`src/rtl/scoreboard_pkg.sv`:
```
// Shared types and segment codes for the scoreboard display path.
// Segment vectors are {g,f,e,d,c,b,a}, active low.
package scoreboard_pkg;

    typedef enum logic [1:0] {
        IDLE = 2'd0,
        DEAD = 2'd1,
        ON   = 2'd2
    } disp_state_t;

    localparam logic [6:0] SEG_0     = 7'h40;
    localparam logic [6:0] SEG_1     = 7'h79;
    localparam logic [6:0] SEG_2     = 7'h24;
    localparam logic [6:0] SEG_3     = 7'h30;
    localparam logic [6:0] SEG_4     = 7'h19;
    localparam logic [6:0] SEG_5     = 7'h12;
    localparam logic [6:0] SEG_6     = 7'h02;
    localparam logic [6:0] SEG_7     = 7'h78;
    localparam logic [6:0] SEG_8     = 7'h00;
    localparam logic [6:0] SEG_9     = 7'h10;
    localparam logic [6:0] SEG_BLANK = 7'h7F;
    localparam logic [6:0] SEG_DASH  = 7'h3F;

endpackage

```
`src/rtl/bcd_to_7seg.sv`:
```
// Combinational BCD to active-low 7-segment decoder; non-BCD codes show a dash.
module bcd_to_7seg
    import scoreboard_pkg::*;
(
    input  logic [3:0] bcd,
    output logic [6:0] seg_c
);

    always_comb begin
        seg_c = SEG_DASH;
        case (bcd)
            4'd0:    seg_c = SEG_0;
            4'd1:    seg_c = SEG_1;
            4'd2:    seg_c = SEG_2;
            4'd3:    seg_c = SEG_3;
            4'd4:    seg_c = SEG_4;
            4'd5:    seg_c = SEG_5;
            4'd6:    seg_c = SEG_6;
            4'd7:    seg_c = SEG_7;
            4'd8:    seg_c = SEG_8;
            4'd9:    seg_c = SEG_9;
            default: seg_c = SEG_DASH;
        endcase
    end

endmodule

```
`src/rtl/scoreboard_display.sv`:
```
// Time-multiplexed common-anode 7-segment driver for the scoreboard's packed BCD score.
// Per-frame snapshot keeps frames tear-free; dead slots between digits suppress ghosting.
module scoreboard_display
    import scoreboard_pkg::*;
#(
    parameter int unsigned NUM_DIGITS   = 4,
    parameter int unsigned REFRESH_CNT  = 50000,
    parameter int unsigned DEAD_CYCLES  = 4,
    parameter int unsigned BLINK_FRAMES = 64
) (
    input  logic                    clk,
    input  logic                    reset_n,
    input  logic [4*NUM_DIGITS-1:0] digits_in,
    input  logic [NUM_DIGITS-1:0]   dp_in,
    input  logic                    lzb_en,
    input  logic                    blink_en,
    input  logic                    display_en,
    output logic [NUM_DIGITS-1:0]   an_out,
    output logic [6:0]              seg_out,
    output logic                    dp_out,
    output logic                    frame_tick
);

    localparam int unsigned DIGITS_W = 4 * NUM_DIGITS;
    localparam int unsigned IDX_W    = (NUM_DIGITS > 1) ? $clog2(NUM_DIGITS) : 1;
    localparam int unsigned CNT_MAX  = (REFRESH_CNT > DEAD_CYCLES) ? REFRESH_CNT : DEAD_CYCLES;
    localparam int unsigned CNT_W    = $clog2(CNT_MAX + 1);
    localparam int unsigned BLINK_W  = $clog2(BLINK_FRAMES + 1);

    localparam logic [IDX_W-1:0]   LAST_IDX   = IDX_W'(NUM_DIGITS - 1);
    localparam logic [CNT_W-1:0]   DEAD_LAST  = CNT_W'(DEAD_CYCLES - 1);
    localparam logic [CNT_W-1:0]   ON_LAST    = CNT_W'(REFRESH_CNT - 1);
    localparam logic [BLINK_W-1:0] BLINK_WRAP = BLINK_W'(BLINK_FRAMES);

    disp_state_t            state;
    disp_state_t            stateNext;
    logic [IDX_W-1:0]       idx;
    logic [IDX_W-1:0]       idxNext;
    logic [CNT_W-1:0]       cnt;
    logic [CNT_W-1:0]       cntNext;
    logic                   frameStart;

    logic [DIGITS_W-1:0]    digitSnap;
    logic [NUM_DIGITS-1:0]  dpSnap;
    logic                   lzbSnap;
    logic [BLINK_W-1:0]     blinkCnt;
    logic                   blinkPhase;

    logic [NUM_DIGITS-1:0]  leadZero;
    logic [3:0]             selDigit;
    logic [6:0]             decSeg;
    logic [NUM_DIGITS-1:0]  anNext;
    logic [6:0]             segNext;
    logic                   dpNext;

    // Scan state register
    always_ff @(posedge clk or negedge reset_n) begin
        if (!reset_n) begin
            state <= IDLE;
            idx   <= '0;
            cnt   <= '0;
        end else begin
            state <= stateNext;
            idx   <= idxNext;
            cnt   <= cntNext;
        end
    end

    // Next-state: dead slot, lit slot, advance digit; frame starts on entry to digit 0's dead slot
    always_comb begin
        stateNext  = state;
        idxNext    = idx;
        cntNext    = cnt;
        frameStart = 1'b0;
        if (!display_en) begin
            stateNext = IDLE;
            idxNext   = '0;
            cntNext   = '0;
        end else begin
            case (state)
                IDLE: begin
                    stateNext  = DEAD;
                    idxNext    = '0;
                    cntNext    = '0;
                    frameStart = 1'b1;
                end
                DEAD: begin
                    if (cnt == DEAD_LAST) begin
                        stateNext = ON;
                        cntNext   = '0;
                    end else begin
                        cntNext = cnt + CNT_W'(1);
                    end
                end
                ON: begin
                    if (cnt == ON_LAST) begin
                        stateNext = DEAD;
                        cntNext   = '0;
                        if (idx == LAST_IDX) begin
                            idxNext    = '0;
                            frameStart = 1'b1;
                        end else begin
                            idxNext = idx + IDX_W'(1);
                        end
                    end else begin
                        cntNext = cnt + CNT_W'(1);
                    end
                end
                default: stateNext = IDLE;
            endcase
        end
    end

    // leadZero[i]: snapshot digits from the top down to i are all zero
    always_comb begin
        leadZero = '0;
        leadZero[NUM_DIGITS-1] = (digitSnap[DIGITS_W-1 -: 4] == 4'd0);
        for (int i = int'(NUM_DIGITS) - 2; i >= 0; i--) begin
            leadZero[i] = leadZero[i+1] && (digitSnap[4*i +: 4] == 4'd0);
        end
    end

    assign selDigit = digitSnap[{idxNext, 2'b00} +: 4];

    bcd_to_7seg uDecode (
        .bcd   (selDigit),
        .seg_c (decSeg)
    );

    // Output values for the upcoming cycle, so outputs react on the same edge as the state
    always_comb begin
        anNext  = '1;
        segNext = SEG_BLANK;
        dpNext  = 1'b1;
        if (stateNext == ON) begin
            if (!(blink_en && blinkPhase)) begin
                anNext = ~(NUM_DIGITS'(1) << idxNext);
            end
            segNext = (lzbSnap && leadZero[idxNext] && (idxNext != '0)) ? SEG_BLANK : decSeg;
            dpNext  = ~dpSnap[idxNext];
        end
    end

    // Snapshot, blink phase and output registers
    always_ff @(posedge clk or negedge reset_n) begin
        if (!reset_n) begin
            digitSnap  <= '0;
            dpSnap     <= '0;
            lzbSnap    <= 1'b0;
            blinkCnt   <= '0;
            blinkPhase <= 1'b0;
            an_out     <= '1;
            seg_out    <= SEG_BLANK;
            dp_out     <= 1'b1;
            frame_tick <= 1'b0;
        end else begin
            if (frameStart) begin
                digitSnap <= digits_in;
                dpSnap    <= dp_in;
                lzbSnap   <= lzb_en;
            end
            // Counter holds frames seen in the current half-period; toggle on the first frame past it
            if (!blink_en) begin
                blinkCnt   <= '0;
                blinkPhase <= 1'b0;
            end else if (frameStart) begin
                if (blinkCnt == BLINK_WRAP) begin
                    blinkCnt   <= BLINK_W'(1);
                    blinkPhase <= ~blinkPhase;
                end else begin
                    blinkCnt <= blinkCnt + BLINK_W'(1);
                end
            end
            an_out     <= anNext;
            seg_out    <= segNext;
            dp_out     <= dpNext;
            frame_tick <= frameStart;
        end
    end

endmodule

```
`config.mk`:
```
export PLATFORM = sky130hd
export DESIGN_NAME = scoreboard_display
export DESIGN_NICKNAME = d
export VERILOG_FILES = /design/src/rtl/scoreboard_pkg.sv /design/src/rtl/bcd_to_7seg.sv /design/src/rtl/scoreboard_display.sv
export SDC_FILE = /design/constraint.sdc
export NUM_CORES = 1
export LEC_CHECK = 0
export CAP_MARGIN = 25
export CORE_ASPECT_RATIO = 0.6
export CORE_MARGIN = 2
export CORE_UTILIZATION = 50
export DETAILED_ROUTE_END_ITERATION = 16
export HOLD_SLACK_MARGIN = 0.1
export PLACE_DENSITY = 0.81
export REMOVE_ABC_BUFFERS = 1
export SLEW_MARGIN = 5
export SYNTH_ARGS = -nofsm -noshare
export SYNTH_HDL_FRONTEND = slang
export SYNTH_HIERARCHICAL = 1
export SYNTH_SLANG_ARGS = --single-unit
```
`constraint.sdc`:
```
create_clock -name clk -period 10 [get_ports clk]
set_input_delay 1 -clock clk [delete_from_list [all_inputs] [get_ports clk]]
set_output_delay 1 -clock clk [all_outputs]
set_load 0.005 [all_outputs]
```
==> key figures, run 1 <==
Synthesis
  • Ys Warns: 6
  • Yosys top cell by area: dfrtp_1
  • Sequential share of the synthesized area: 45.9%
  • Top FF cell, synth: dfrtp_1
  • Post-synth ARST share: 100%
  • Unique masters post-synth: 60
  • Post-Syn Area: 0.00341 mm^2
  • Post-synth EDFFs: 0
  • Post-Syn Area per Cell: 10.7 um^2
  • Top cell type's share of synthesized area: 36.7%
  • Synthesis-stage register bit count: 62
  • Syn Inst Count: 320
  • Top cells by area, synth: dfrtp_1, dfstp_2, mux2_2

Routing
  • # DRC: 0
  • Detailed Routing Iterations Pass 1: 4
  • Initial detailed-routing violation count: 163
  • Post-route ant nets: 0
  • Final wirelength: 7490 um
  • Mean number of vias per cell: 5.80
  • Routed len/inst: 16.7 um
  • Via count: 2,612

Status
  • Outcome: finished clean

Worst setup path
  • R2R Path Start: cnt[0]
  • Crit path from: display_en
  • Worst R2R Setup Slack: 5.63 ns
  • Crit-path slowest cell: clkdlybuf4s50_1
  • Worst R2R End: seg_out[5]
  • Cells on worst reg2reg path: 12
  • Largest fanout on the critical path: 16
  • Setup crit end: seg_out[5]
  • Largest stage delay, worst path: 0.81 ns
  • CP endpoint kind: flop
  • Worst path required time: 10.26 ns
  • CP Cell Sequence: clkdlybuf4s50_1 -> inv_1 -> a211oi_4 -> mux2i_1 -> mux2i_1 -> inv_1 -> ha_1 -> and2b_4 -> o31ai_1 -> nor2_1 -> nand3_1
  • CP Class: in -> reg
  • Startpoint types: primary input
  • Worst Path Arrival: 4.81 ns

Cells and area
  • Nets: 396
  • Fraction of layout cells with a size suffix above 1: 19.0%
  • Multi-input logic area: 0.00172 mm^2
  • # diodes: 0
  • Most frequent cells in the layout: dfrtp_1, clkdlybuf4s50_1, nor2_1
  • Most common cell after layout, fill and taps aside: dfrtp_1
  • Util after Layout: 62.3%
  • Register area: 0.00157 mm^2
  • Synth-to-Final Area Change: 21.5%
  • Fillers: 545

Clock network
  • Resize count post-CTS: 0
  • CTS Buffer Depth: 2
  • Total clock sinks: 62
  • CTS Buf Count: 9
  • Post-CTS setup buffer count: 0
  • Clock slew at reported path FFs: 0.06 ns
  • TritonCTS clock tree: done
  • Clk Tree Root Cell: clkbuf_16
  • Hold_buf cts: 0
  • Max H-tree Level: 3
  • Worst-Skew Late Latency: 0.33 ns

Hold path
  • Cells on Worst Hold Path: 1
  • HP Class: reg -> reg

Timing
  • Final Slew Violations: 0
  • Max Fclk: 220 MHz
  • RSZ-0062 raised after global routing: no
  • Slew margin rel.: 29.1%
  • Worst setup margin: 5.45 ns
  • Final Hold Vio Count: 0
  • Final Critical Period: 4.55 ns
  • Setup TNS: 0 ns
  • Layout Skew: 0.00807 ns
  • Fin Hold WS: 0.511 ns
  • Setup Viol. Count Final: 0
  • Crit share post-route: 45.5%
  • Actual slew at the worst max-slew pin: 1.03 ns

Floorplanning
  • Placeable core area: 0.00665 mm^2
  • Die ar.: 0.00752 mm^2
  • Starting Density: 51.3%
  • Die width: 111 um
  • Die Y: 68.0 um
  • Rows: 23
  • # IOs: 38

Pwr
  • Sequential fraction of design power: 41.1%
  • Peak supply drop: 0.0000827 V
  • Design Power: 0.678 mW
  • Leak Pwr: 1.68 nW
  • Cell internal pwr: 0.504 mW
  • Sw frac: 25.7%
  • Clock share of power: 46.2%
  • Switching Power: 0.174 mW
  • Comb power frac: 12.7%
  • Power Density: 164 mW/mm^2

Global route
  • GR peak layer: met1
  • GRT met1 Usage: 31.0%
  • Initial antenna violation count: 0
  • GRT met2 Usage: 29.9%
  • All-Layer GR Usage: 21.2%
  • Via count of the first global-routing pass: 2,517
  • Global Route met3 Usage: 5.93%
  • Largest net degree at the start of global routing: 63
  • GR Overflow Total: 0
  • First-pass GRT wire length: 12,400 um

Placement
  • Gpl congestion: 0.893
  • HPWL Detailed: 5290 um
  • Dpl ws: 5.26 ns
  • # port buffers: 37

Job
  • # Max-Cap Violations: 0
## synthesized netlist by cell type (3+ instances only)
| master | count |
|---|---|
| a41oi_1 | 3 |
| a21oi_1 | 12 |
| nor2_1 | 32 |
| nand2_1 | 12 |
| o31ai_1 | 5 |
| o21ai_0 | 4 |
| a22oi_1 | 4 |
| dfstp_2 | 12 |
| xnor2_1 | 6 |
| inv_1 | 15 |
| nor3_1 | 8 |
| nand3_1 | 18 |
| mux2i_1 | 15 |
| a21o_1 | 3 |
| ha_1 | 13 |
| xor2_1 | 6 |
| nand4_1 | 11 |
| clkbuf_1 | 7 |
| and3_1 | 5 |
| nor4_1 | 6 |
| dfrtp_1 | 50 |
| mux2_2 | 24 |
| buf_6 | 3 |
## how the worst min path moves through the flow
stage	startpoint	end	slack [ns]
6_report	dpSnap[0]	dpSnap[0]	0.51
2_1_floorplan	dpSnap[3]	dpSnap[3]	0.47
4_1_cts	dpSnap[0]	dpSnap[0]	0.52
3_5_place_dp	digitSnap[3]	digitSnap[3]	0.49
3_3_place_gp	digitSnap[3]	digitSnap[3]	0.49
5_1_grt	dpSnap[0]	dpSnap[0]	0.54
## worst max-delay path, delay by kind of cell
kind,cells,cell delay [ns]
AND/OR/NAND/NOR,3,0.36
adder cells (fa/ha/maj),1,0.27
multiplexers,2,0.79
buffers and inverters,3,1.41
AO/OA/AOI/OAI,2,0.97
## power groups by stage
stage / combinational (mW) / clock, mW / sequential [mW]
2_1_floorplan: 0.0558 / 0 / 0.278
3_3_place_gp: 0.0810 / 0 / 0.282
3_5_place_dp: 0.0846 / 0 / 0.283
4_1_cts: 0.0866 / 0.318 / 0.279
5_1_grt: 0.0975 / 0.329 / 0.281
6_report: 0.0865 / 0.313 / 0.279
## registers in the layout, summed over array words and instances, names as in the netlist, 2 cells and up
signal,count
idx,2
seg_out,7
cnt,16
digitSnap,16
blinkCnt,7
an_out,4
dpSnap,4
state,2
## per-layer routing
| metal | wire, um | up-vias |
|---|---|---|
| li1 | - | 1250 |
| met1 | 3650 | 1268 |
| met2 | 3190 | 85 |
| met3 | 555 | 9 |
| met4 | 95 | 0 |
| met5 | 0 | - |
## cells by family after synthesis
family                   Yosys count  share of synthesized area, %
AND/OR/NAND/NOR                  117                          19.1
flip-flops                        62                          45.9
AO/OA/AOI/OAI                     48                          10.9
multiplexers                      39                          12.3
buffers and inverters             29                          3.89
adder cells (fa/ha/maj)           13                          4.77
XOR/XNOR                          12                          3.08
## per-stage QoR
stage          instances  area [um^2]
4_1_cts              450         4140
5_1_grt              450         4140
3_5_place_dp         434         3840
2_1_floorplan        307         3340
6_report             450         4140
3_3_place_gp         433         3830
## cell type report
| cell class | count | share of cell area (%) |
|---|---|---|
| Sequential cell | 62 | 37.8 |
| Multi-Input combinational cell | 229 | 41.5 |
| Clock inverter | 7 | 1.93 |
| Timing Repair Buffer | 40 | 9.30 |
| Clock buffer | 9 | 5.43 |
| Tap cell | 87 | 2.63 |
| Inverter | 16 | 1.45 |
(Power assumes the default switching activity.)
==> run 2, diff against run 1 <==
Clock period 10 ns to 4.71 ns, I/O delays scaled along.
==> run 2 against run 1 <==
Net effect:
- final cell count is 0.67% higher
- via count up 1.3%
- global-route usage is 0.94 points higher
- sequential share of layout area shrank 0.26 points
- first-iteration DRC count grew 35%
- count of clock-buffer cells in the layout increased by 1
- cell area up 0.69%
- core utilization rose by 0.43 points
- clock skew fell by 0.00052 ns
- flip-flop and latch count did not move
- largest power group unchanged
- highest routed layer unchanged
==> key figures, run 2 (synthesis results as in run 1) <==
Cells and area
  • Biggest regs: cnt: 16 flops, digitSnap: 16 flops
  • Multi-input logic area: 0.00172 mm^2
  • Synth-to-Final Area Change: 22.3%
  • # diodes: 0
  • Register area: 0.00157 mm^2
  • Util after Layout: 62.8%
  • Fillers: 542
  • Fraction of layout cells with a size suffix above 1: 19.7%
  • Most common cell after layout, fill and taps aside: dfrtp_1
  • Most frequent cells in the layout: dfrtp_1, clkdlybuf4s50_1, nor2_1
  • Nets: 399

Clock network
  • Clk Tree Root Cell: clkbuf_16
  • Post-CTS setup buffer count: 0
  • Max H-tree Level: 3
  • Worst-Skew Late Latency: 0.34 ns
  • Resize count post-CTS: 0
  • Clock slew at reported path FFs: 0.05 ns
  • Total clock sinks: 62
  • Hold_buf cts: 0
  • CTS Buffer Depth: 2
  • CTS Buf Count: 9
  • TritonCTS clock tree: done

Timing
  • Final Critical Period: 4.10 ns
  • Final Hold Vio Count: 0
  • Slew margin rel.: 34.9%
  • Final Slew Violations: 0
  • Actual slew at the worst max-slew pin: 0.973 ns
  • Max Fclk: 244 MHz
  • Layout Skew: 0.00755 ns
  • RSZ-0062 raised after global routing: no
  • Setup Viol. Count Final: 0
  • Setup TNS: 0 ns
  • Crit share post-route: 86.9%
  • Worst setup margin: 0.615 ns

Pwr
  • Peak supply drop: 0.000158 V
  • Leak Pwr: 1.69 nW
  • Power Density: 348 mW/mm^2
  • Design Power: 1.45 mW

Worst setup path
  • Cells on worst reg2reg path: 12
  • Largest fanout on the critical path: 16
  • CP Cell Sequence: ha_1 -> or4b_4 -> o41a_1 -> a211oi_4 -> mux2i_1 -> mux2i_1 -> inv_1 -> ha_1 -> or2b_1 -> a31oi_1 -> nor2_1 -> nand3_1
  • CP endpoint kind: flop
  • Largest stage delay, worst path: 0.75 ns
  • Worst path required time: 4.97 ns
  • Startpoint types: flop
  • Crit path from: cnt[0]
  • CP Class: reg -> reg
  • Setup crit end: seg_out[4]
  • Worst R2R End: seg_out[4]
  • Crit-path slowest cell: a211oi_4
  • Worst Path Arrival: 4.35 ns
  • R2R Path Start: cnt[0]
  • Worst R2R Setup Slack: 0.61 ns

Routing
  • Detailed Routing Iterations Pass 1: 4
  • Mean number of vias per cell: 5.84
  • Post-route ant nets: 0
  • Initial detailed-routing violation count: 220
  • Routed len/inst: 17.2 um
  • # DRC: 0
  • Final wirelength: 7790 um
  • Via count: 2,645

Global route
  • Via count of the first global-routing pass: 2,502
  • Initial antenna violation count: 0
  • GR Overflow Total: 0
  • All-Layer GR Usage: 22.1%
  • First-pass GRT wire length: 12,800 um
  • Largest net degree at the start of global routing: 63

Floorplanning
  • # IOs: 38
  • Rows: 23
  • Die Y: 68.0 um
  • Die ar.: 0.00752 mm^2
  • Placeable core area: 0.00665 mm^2
  • Starting Density: 51.3%
  • Die width: 111 um

Placement
  • HPWL Detailed: 5410 um
  • Gpl congestion: 0.822
  • # port buffers: 37
  • Dpl ws: 0.723 ns

Status
  • Outcome: finished clean

Hold path
  • HP Class: in -> async

Job
  • # Max-Cap Violations: 0
run 2: cell types whose count changed in the layout (fill, tap and decap cells not counted), sizes merged:
cell / change
buf: +3
inv: -2
clkbuf: +1
clkinvlp: +1
run 2: stage by stage:
step / area [um^2] / cells / hold slack [ns]
6_report: 4170 / 453 / 0.299
2_1_floorplan: 3340 / 307 / 0.175
5_1_grt: 4170 / 453 / 0.388
4_1_cts: 4170 / 453 / 0.332
3_3_place_gp: 3860 / 437 / 0.494
3_5_place_dp: 3860 / 437 / 0.497
run 2: critical path: cells and delay by family (launching register included):
family | cells | cell delay (ns)
compound gates | 3 | 1.42
simple gates | 4 | 0.94
mux | 2 | 0.63
fa+ha+maj | 2 | 0.47
flops | 1 | 0.41
buf+inv | 1 | 0.16
run 2: worst min-delay path by stage:
stage,startpoint,end,cells past startpoint
finish,reset_n,blinkCnt[0],2
global route,reset_n,blinkCnt[2],2
CTS,reset_n,blinkCnt[3],2
global placement,dpSnap[0],dpSnap[0],1
detailed placement,dpSnap[2],dpSnap[2],1
floorplan,reset_n,blinkCnt[0],0
run 2: final cells by class:
type | count | share of cell area [%]
clock inverter | 6 | 1.68
sequential | 62 | 37.5
multi-input combinational | 229 | 41.2
clock buffer | 10 | 5.73
tap | 87 | 2.61
timing repair buffer | 43 | 9.84
inverter | 16 | 1.44
run 2: layer usage:
metal / routed length [um] / up-vias / share of wire (%) / global-route usage, %
met5: 0 / - / 0 / 0
met4: 109 / 0 / 1.4 / 10.2
met3: 370 / 10 / 4.7 / 4.69
met2: 3360 / 74 / 43 / 32.3
met1: 3950 / 1304 / 51 / 31.9
li1: - / 1257 / - / -
run 2: where the power goes:
part / leakage (nW) / switching, mW / internal [mW]
clock network: 0.141 / 0.249 / 0.426
logic: 0.774 / 0.0938 / 0.0914
registers: 0.773 / 0.0277 / 0.566
==> run 3, diff against run 2 <==
Settings changed: CAP_MARGIN 25 to default, CORE_UTILIZATION 50 to 25, PLACE_DENSITY 0.81 to 0.51.
==> run 3 against run 2 <==
Net effect:
- critical path depth is the same
- global-route usage shrank 10 points
- clock power shrank 1%
- clock skew is essentially flat
- worst hold slack gained 0.012 ns
- register-to-register slack is essentially flat
- via count shrank 3.4%
- sequential power is essentially flat
==> key figures, run 3 (synthesis results as in run 1) <==
Pwr
  • Power Density: 338 mW/mm^2
  • Clock share of power: 46.2%
  • Switching Power: 0.350 mW
  • Leak Pwr: 1.70 nW
  • Sequential fraction of design power: 41.1%
  • Cell internal pwr: 1.09 mW
  • Peak supply drop: 0.000134 V
  • Sw frac: 24.3%
  • Comb power frac: 12.7%

Clock network
  • Total clock sinks: 62
  • Clock slew at reported path FFs: 0.05 ns
  • Resize count post-CTS: 0
  • Clk Tree Root Cell: clkbuf_16
  • TritonCTS clock tree: done
  • Post-CTS setup buffer count: 0
  • CTS Buf Count: 9
  • Hold_buf cts: 0
  • Worst-Skew Late Latency: 0.33 ns
  • CTS Buffer Depth: 2
  • Max H-tree Level: 3

Timing
  • Slew margin rel.: 30.6%
  • Layout Skew: 0.00739 ns
  • Crit share post-route: 87.2%
  • Final Slew Violations: 0
  • Max Fclk: 244 MHz
  • Setup Viol. Count Final: 0
  • Actual slew at the worst max-slew pin: 1.04 ns
  • Final Hold Vio Count: 0
  • Setup TNS: 0 ns
  • RSZ-0062 raised after global routing: no
  • Final Critical Period: 4.11 ns

Placement
  • Post-DP Area: 0.00397 mm^2
  • # port buffers: 37
  • HPWL Detailed: 5930 um
  • Gpl congestion: 0.752

Cells and area
  • Most common cell after layout, fill and taps aside: dfrtp_1
  • Final instance area: 0.00427 mm^2
  • Multi-input logic area: 0.00172 mm^2
  • # diodes: 0
  • Fraction of layout cells with a size suffix above 1: 19.4%
  • Biggest regs: cnt: 16 flops, digitSnap: 16 flops
  • Synth-to-Final Area Change: 25.2%
  • Nets: 399
  • Fillers: 1,315
  • Register area: 0.00157 mm^2
  • Most frequent cells in the layout: dfrtp_1, clkdlybuf4s50_1, nor2_1

Global route
  • Initial antenna violation count: 0
  • Via count of the first global-routing pass: 2,568
  • Largest net degree at the start of global routing: 63
  • All-Layer GR Usage: 11.9%
  • GR Overflow Total: 0
  • First-pass GRT wire length: 13,600 um

Routing
  • Initial detailed-routing violation count: 121
  • Routed len/inst: 15.1 um
  • Post-route ant nets: 0
  • # DRC: 0
  • Via count: 2,556
  • Final wirelength: 8100 um
  • Detailed Routing Iterations Pass 1: 4
  • Mean number of vias per cell: 4.77

Worst setup path
  • Worst Path Arrival: 4.37 ns
  • Largest fanout on the critical path: 11
  • R2R Path Start: cnt[0]
  • Startpoint types: flop
  • CP Class: reg -> reg
  • CP endpoint kind: flop
  • Worst path required time: 4.97 ns
  • Crit path from: cnt[0]

Floorplanning
  • Starting Density: 26.1%
  • Placeable core area: 0.0131 mm^2
  • Rows: 32
  • # IOs: 38
  • Die ar.: 0.0146 mm^2
  • Die width: 155 um
  • Die Y: 94.5 um

Job
  • # Max-Cap Violations: 0

Hold path
  • HP Class: in -> async

Status
  • Outcome: finished clean
## run 3: worst max-delay path: stages, from the launching register on
cell	delay, ns
dfrtp_1	0.40
ha_1	0.23
or4b_4	0.52
o41a_1	0.50
a211oi_4	0.62
mux2i_1	0.20
mux2i_1	0.58
inv_1	0.19
ha_1	0.25
or2b_1	0.22
a31oi_1	0.15
nor2_1	0.06
nand3_1	0.11
## run 3: worst paths after layout
path / to / slack [ns] / cells past startpoint
hold / removal: blinkCnt[2] / 0.31 / 2
max in group asynchronous: digitSnap[11] / 3.86 / 2
hold reg to reg: dpSnap[2] / 0.51 / 1
min in group clk: dpSnap[2] / 0.51 / 1
setup reg to reg: seg_out[4] / 0.60 / 12
setup / recovery: seg_out[4] / 0.60 / 12
## run 3: layout make-up
cell class	count	share of cell area [%]
multi-input combinational	229	40.2
clock buffer	12	6.01
inverter	16	1.41
clock inverter	4	1.06
sequential	62	36.7
timing repair buffer	43	9.61
tap	170	4.98
## run 3: through the flow
stage	hold slack (ns)	worst slack (ns)	instances	power (mW)	util [%]
floorplan	0.175	1.00	307	0.708	-
global placement	0.497	0.813	520	0.780	30.3
detailed placement	0.492	0.684	520	0.784	30.3
CTS	0.351	0.630	536	1.47	32.6
global route	0.390	0.320	536	1.51	32.6
finish	0.311	0.605	536	1.44	32.6
## run 3: power groups by stage
stage                     sequential, mW  clock, mW  combinational, mW
final                              0.592      0.666              0.183
after global routing               0.596      0.708              0.205
after CTS                          0.592      0.689              0.185
after detailed placement           0.601          0              0.183
after global placement             0.600          0              0.180
after floorplan                    0.590          0              0.118
## run 3: per-layer routing
layer / vias up / track usage, % / part of all wire (%) / routed length, um
met2: 67 / 14.8 / 37 / 3030
li1: 1249 / - / - / -
met5: - / 0 / 0 / 0
met4: 0 / 4.01 / 1.2 / 95
met1: 1228 / 18.4 / 56 / 4510
met3: 12 / 4.04 / 5.7 / 458
==> patch 1 (flow settings as in run 2) <==
Set the parameter `NUM_DIGITS` to 2 (it was 4).
--- a/src/rtl/scoreboard_display.sv
+++ b/src/rtl/scoreboard_display.sv
@@ -3,7 +3,7 @@
 module scoreboard_display
     import scoreboard_pkg::*;
 #(
-    parameter int unsigned NUM_DIGITS   = 4,
+    parameter int unsigned NUM_DIGITS   = 2,
     parameter int unsigned REFRESH_CNT  = 50000,
     parameter int unsigned DEAD_CYCLES  = 4,
     parameter int unsigned BLINK_FRAMES = 64
Ports: changed (resized an_out, digits_in and dp_in); port bits go from 38 to 26. The function was not compared with the original's and may differ.
==> patch 1 against run 2 <==
Sequential power is 24% lower. Combinational power is 30% lower. Sequential share of layout area is 1.6 points higher. Final area is 24% lower. Non-clock buffer count is 16 lower. Clock power is 53% lower. First-iteration DRC count is 49% lower. Via count is 15% lower. Global-route usage is 0.63 points lower. Total power is 38% lower. Wire length is 23% lower. Sequential cell count is 13 lower. Area after synthesis is 19% lower. Worst setup slack better by 740 ps. Critical path type unchanged.
==> patch 1: results (changes against run 2) <==
INFO  metric status = finished clean
INFO  metric wire_length_of_the_first_global_routing_pass = 10.2 mm (-21%)
INFO  metric inst_count_dp = 377 (-14%)
INFO  metric post_dp_cell_area = 3050 sq um (-21%)
INFO  metric postSynthAreaPerCell = 9.45 sq um (-11%)
INFO  metric drt_first_iter_violations = 113 (-49%)
INFO  metric critPathTopFamily = simple AND/OR/NAND/NOR gates
INFO  metric cts-buffers-inserted = 5 (-4)
INFO  metric critical_path_arrival = 3580 ps (-770 ps)
INFO  metric wire_per_inst = 15.6 um (-9.4%)
INFO  metric max_slew.worst_pin.slew = 934 ps (-39.6 ps)
INFO  metric drive_gt1_frac = 0.113 (-0.0839)
INFO  metric detail_route.vias_per_cell = 5.87 (+0.54%)
INFO  metric final.signal_inverter_count = 18 (+2)
INFO  metric worst_clock_skew = 9.08 ps (+1.53 ps)
INFO  metric layout.area.seq = 1240 sq um (-21%)
INFO  metric reg.largest.list = cnt (16), digitSnap (8)
INFO  metric layout.clock_buffers = 6 (-4)
INFO  metric hpwlAfterDp = 4.22 mm (-22%)
INFO  metric drt-met1-wl = 3.16 mm (-20%)
INFO  metric grt_max_degree = 50 (-21%)
INFO  metric cell_count_after_synthesis = 293 (-8.4%)
INFO  metric finalNetCount = 346 (-13%)
INFO  metric stdcell_count = 385 (-15%)
INFO  metric met3_length = 380 um (+2.7%)
INFO  metric first_global_vias = 2114 (-16%)
INFO  metric place_congestion = 0.860 (+4.7%)
INFO  metric layout.filler_cells = 433 (-20%)
-- patch 1: power groups by stage --
stage	clock network, mW	logic [mW]	registers, mW
after floorplan	0	0.0852	0.454
after global placement	0	0.124	0.457
after detailed placement	0	0.128	0.457
after CTS	0.322	0.129	0.450
after global routing	0.341	0.145	0.452
final	0.317	0.129	0.450
-- patch 1: cells by family after synthesis --
group	count (synthesis)	synth area share
muxes	6	0.0239
AOI/OAI and AO/OA	59	0.155
and+or+nand+nor	138	0.263
DFF	49	0.447
adders and majority gates	13	0.0587
buffers and inverters	27	0.0488
xor gates and xnor gates	1	0.00316
-- patch 1: final timing paths --
path,from,endpoint,slack [ps],depth (start not counted)
max,cnt[11],seg_out[1],1350,11
max in group asynchronous,reset_n,blinkCnt[3],4060,2
min in group clk,digitSnap[3],digitSnap[3],490,2
max reg2reg,cnt[11],seg_out[1],1350,11
min,reset_n,digitSnap[6],230,2
min reg2reg,digitSnap[3],digitSnap[3],490,2
==> patch 2 (config.mk and constraints of run 2) <==
Made on the original files. Register the output `an_out` once more, cleared by the reset; this adds one clock of latency there. The other outputs are not delayed to match.
--- a/src/rtl/scoreboard_display.sv
+++ b/src/rtl/scoreboard_display.sv
@@ -31,6 +31,8 @@
     localparam logic [CNT_W-1:0]   DEAD_LAST  = CNT_W'(DEAD_CYCLES - 1);
     localparam logic [CNT_W-1:0]   ON_LAST    = CNT_W'(REFRESH_CNT - 1);
     localparam logic [BLINK_W-1:0] BLINK_WRAP = BLINK_W'(BLINK_FRAMES);
+
+    logic [NUM_DIGITS-1:0] an_s0;
 
     disp_state_t            state;
     disp_state_t            stateNext;
@@ -149,7 +151,7 @@
             lzbSnap    <= 1'b0;
             blinkCnt   <= '0;
             blinkPhase <= 1'b0;
-            an_out     <= '1;
+            an_s0      <= '1;
             seg_out    <= SEG_BLANK;
             dp_out     <= 1'b1;
             frame_tick <= 1'b0;
@@ -171,12 +173,20 @@
                     blinkCnt <= blinkCnt + BLINK_W'(1);
                 end
             end
-            an_out     <= anNext;
+            an_s0      <= anNext;
             seg_out    <= segNext;
             dp_out     <= dpNext;
             frame_tick <= frameStart;
         end
     end
 
+    always_ff @(posedge clk or negedge reset_n) begin
+        if (!reset_n) begin
+            an_out <= '0;
+        end else begin
+            an_out <= an_s0;
+        end
+    end
+
 endmodule
 
Formal check against the unedited RTL: not equivalent (Yosys sat finds a counterexample within 4 cycles, from zero or initial values and one cycle with reset_n low).
==> patch 2 against run 2 <==
Sequential power grew 7.9%. Count of clock-buffer cells in the layout up 3. Final area grew 1.6%. Worst setup slack lost 43 ps. Wire length is 4.4% lower. Sequential cell count up 4. Area after synthesis increased by 3.2%. Total power grew 4.7%. Critical endpoint unchanged.
==> patch 2: results (changes against run 2) <==
INFO  metric post_dp_cell_area = 3950 sq um (+2.2%)
INFO  metric synth_top_cells_by_area = sky130_fd_sc_hd__dfrtp_1, sky130_fd_sc_hd__dfstp_2, sky130_fd_sc_hd__mux2_1
INFO  metric postCtsSetupBuffers = 0 (unchanged)
INFO  metric postSynthAreaPerCell = 11.1 sq um (+3.8%)
INFO  metric cts.repair.resized = 0 (unchanged)
INFO  metric drive_gt1_frac = 0.129 (-0.0676)
INFO  metric worst_clock_skew = 6.97 ps (-0.588 ps)
INFO  metric most_used_dff_post_synth = sky130_fd_sc_hd__dfrtp_1
INFO  metric first_pass_iters = 4 (unchanged)
INFO  metric synth_warnings = 6 (unchanged)
INFO  metric timing.critical_path.fanout_max = 7 (-9)
INFO  metric clkLatencyLatePin = 330 ps
INFO  metric critical_path_arrival = 4380 ps (+30 ps)
INFO  metric remaining_drc_errors = 0 (unchanged)
INFO  metric maximum_clock_path_buffer_count = 2 (unchanged)
INFO  metric globalRouteTotalUtil = 0.223 (+0.00212)
INFO  metric async_flop_share = 1.00 (unchanged)
INFO  metric cts.htree.levels = 3 (unchanged)
INFO  metric buffer_cell_driving_the_clock_tree_root = sky130_fd_sc_hd__clkbuf_16
INFO  metric wire_per_inst = 16.5 um (-4.0%)
INFO  metric hpwlAfterDp = 5.21 mm (-3.7%)
INFO  metric status = finished clean
INFO  metric n_antenna_cell = 0 (unchanged)
INFO  metric antenna_found_initial = 0 (unchanged)
INFO  metric drt_first_iter_violations = 226 (+2.7%)
INFO  metric routed-via-count = 2617 (-1.1%)
INFO  metric yosys.cell_types.count = 61 (+1.7%)
INFO  metric first_global_vias = 2661 (+6.4%)
INFO  metric max-vdd-ir-drop = 0.194 mV (+23%)
INFO  metric inst_count_dp = 435 (-0.46%)
INFO  metric detail_route.vias_per_cell = 5.80 (-0.62%)
INFO  metric max_slew.worst_pin.slew = 971 ps (-2.27 ps)
INFO  metric synth_common_cells = sky130_fd_sc_hd__dfrtp_1, sky130_fd_sc_hd__inv_1, sky130_fd_sc_hd__nor2_1
INFO  metric layout.filler_cells = 538 (-0.74%)
INFO  metric place_congestion = 0.908 (+11%)
INFO  metric grt_max_degree = 67 (+6.3%)
INFO  metric clock_pin_transition_on_the_worst_setup_and_hold_timing_paths = 60 ps
INFO  metric final_antenna_net_count = 0 (unchanged)
INFO  metric cellLeakagePower = 1.80 nW (+6.5%)
INFO  metric finalNetCount = 397 (-0.50%)
INFO  metric wire_length_of_the_first_global_routing_pass = 13.3 mm (+3.6%)
INFO  metric p_sw = 391 uW (+5.5%)
INFO  metric timing.hold.worst.class = primary input to async pin
INFO  metric reg.largest.list = cnt (16), digitSnap (16)
INFO  metric cts-buffers-inserted = 9 (unchanged)
INFO  metric launching_instance_or_port_of_the_critical_path = cnt[0]
INFO  metric numPortBuffers = 37 (unchanged)
INFO  metric synth_seq_area_share = 0.474 (+0.0142)
[patch 2: cell count changes after synthesis, moves of 4 or more]
cell                       delta
sky130_fd_sc_hd__o211ai_1     +7
sky130_fd_sc_hd__dfrtp_1      +4
sky130_fd_sc_hd__inv_1        +8
sky130_fd_sc_hd__nor2_1      -13
sky130_fd_sc_hd__mux2_1      +17
sky130_fd_sc_hd__nand4_1      -7
sky130_fd_sc_hd__a21oi_1      -5
sky130_fd_sc_hd__mux2_2      -20
sky130_fd_sc_hd__nand2_1      +5
[patch 2: cell families after synthesis]
kind of cell | after synthesis | share of synthesized area
simple gates | 103 | 0.171
flops | 66 | 0.474
compound gates | 49 | 0.106
mux | 39 | 0.123
buf+inv | 36 | 0.0501
fa+ha+maj | 13 | 0.0462
xor+xnor | 12 | 0.0299
[patch 2: final timing paths]
kind / to / slack [ps] / cells after the start
setup / recovery: seg_out[4] / 570 / 12
hold / removal: an_out[0] / 320 / 2
setup reg to reg: seg_out[4] / 570 / 12
hold reg to reg: an_out[3] / 400 / 0
max in group asynchronous: cnt[3] / 3850 / 2
min in group clk: an_out[3] / 400 / 0
[patch 2: layout make-up]
type,count,share of cell area
timing repair buffer,43,0.0968
clock inverter,3,0.00945
tap,87,0.0257
sequential,66,0.393
multi-input combinational,216,0.396
clock buffer,13,0.0590
inverter,23,0.0204
[patch 2: per-stage QoR]
stage               utilization  hold slack, ps  worst slack, ps
floorplan                     -             175              827
global placement          0.586             383              975
detailed placement        0.586             385              652
CTS                       0.630             362              564
global route              0.630             402              240
finish                    0.630             324              572
[patch 2: power groups by stage]
| stage | Combinational, mW | Clock, mW | Sequential, mW |
|---|---|---|---|
| 2_1_floorplan | 0.145 | 0 | 0.636 |
| 3_3_place_gp | 0.210 | 0 | 0.647 |
| 3_5_place_dp | 0.218 | 0 | 0.650 |
| 4_1_cts | 0.221 | 0.672 | 0.640 |
| 5_1_grt | 0.253 | 0.695 | 0.645 |
| 6_report | 0.222 | 0.660 | 0.641 |
[patch 2: metal layers]
metal / global-route usage / share of wire
met1: 0.317 / 0.51
met2: 0.331 / 0.41
met3: 0.0603 / 0.066
met4: 0.0854 / 0.015
met5: 0 / 0
[patch 2: critical path, cell delays in order, from the launching register on]
cell and delay, ps:
sky130_fd_sc_hd__dfrtp_1 400, sky130_fd_sc_hd__ha_1 240, sky130_fd_sc_hd__or4b_4 530, sky130_fd_sc_hd__nor4_4 540, sky130_fd_sc_hd__mux2i_2 530, sky130_fd_sc_hd__mux2i_1 140, sky130_fd_sc_hd__mux2i_1 560, sky130_fd_sc_hd__inv_1 200
sky130_fd_sc_hd__ha_1 240, sky130_fd_sc_hd__or2b_1 240, sky130_fd_sc_hd__a31oi_1 250, sky130_fd_sc_hd__inv_1 70, sky130_fd_sc_hd__o211ai_1 90
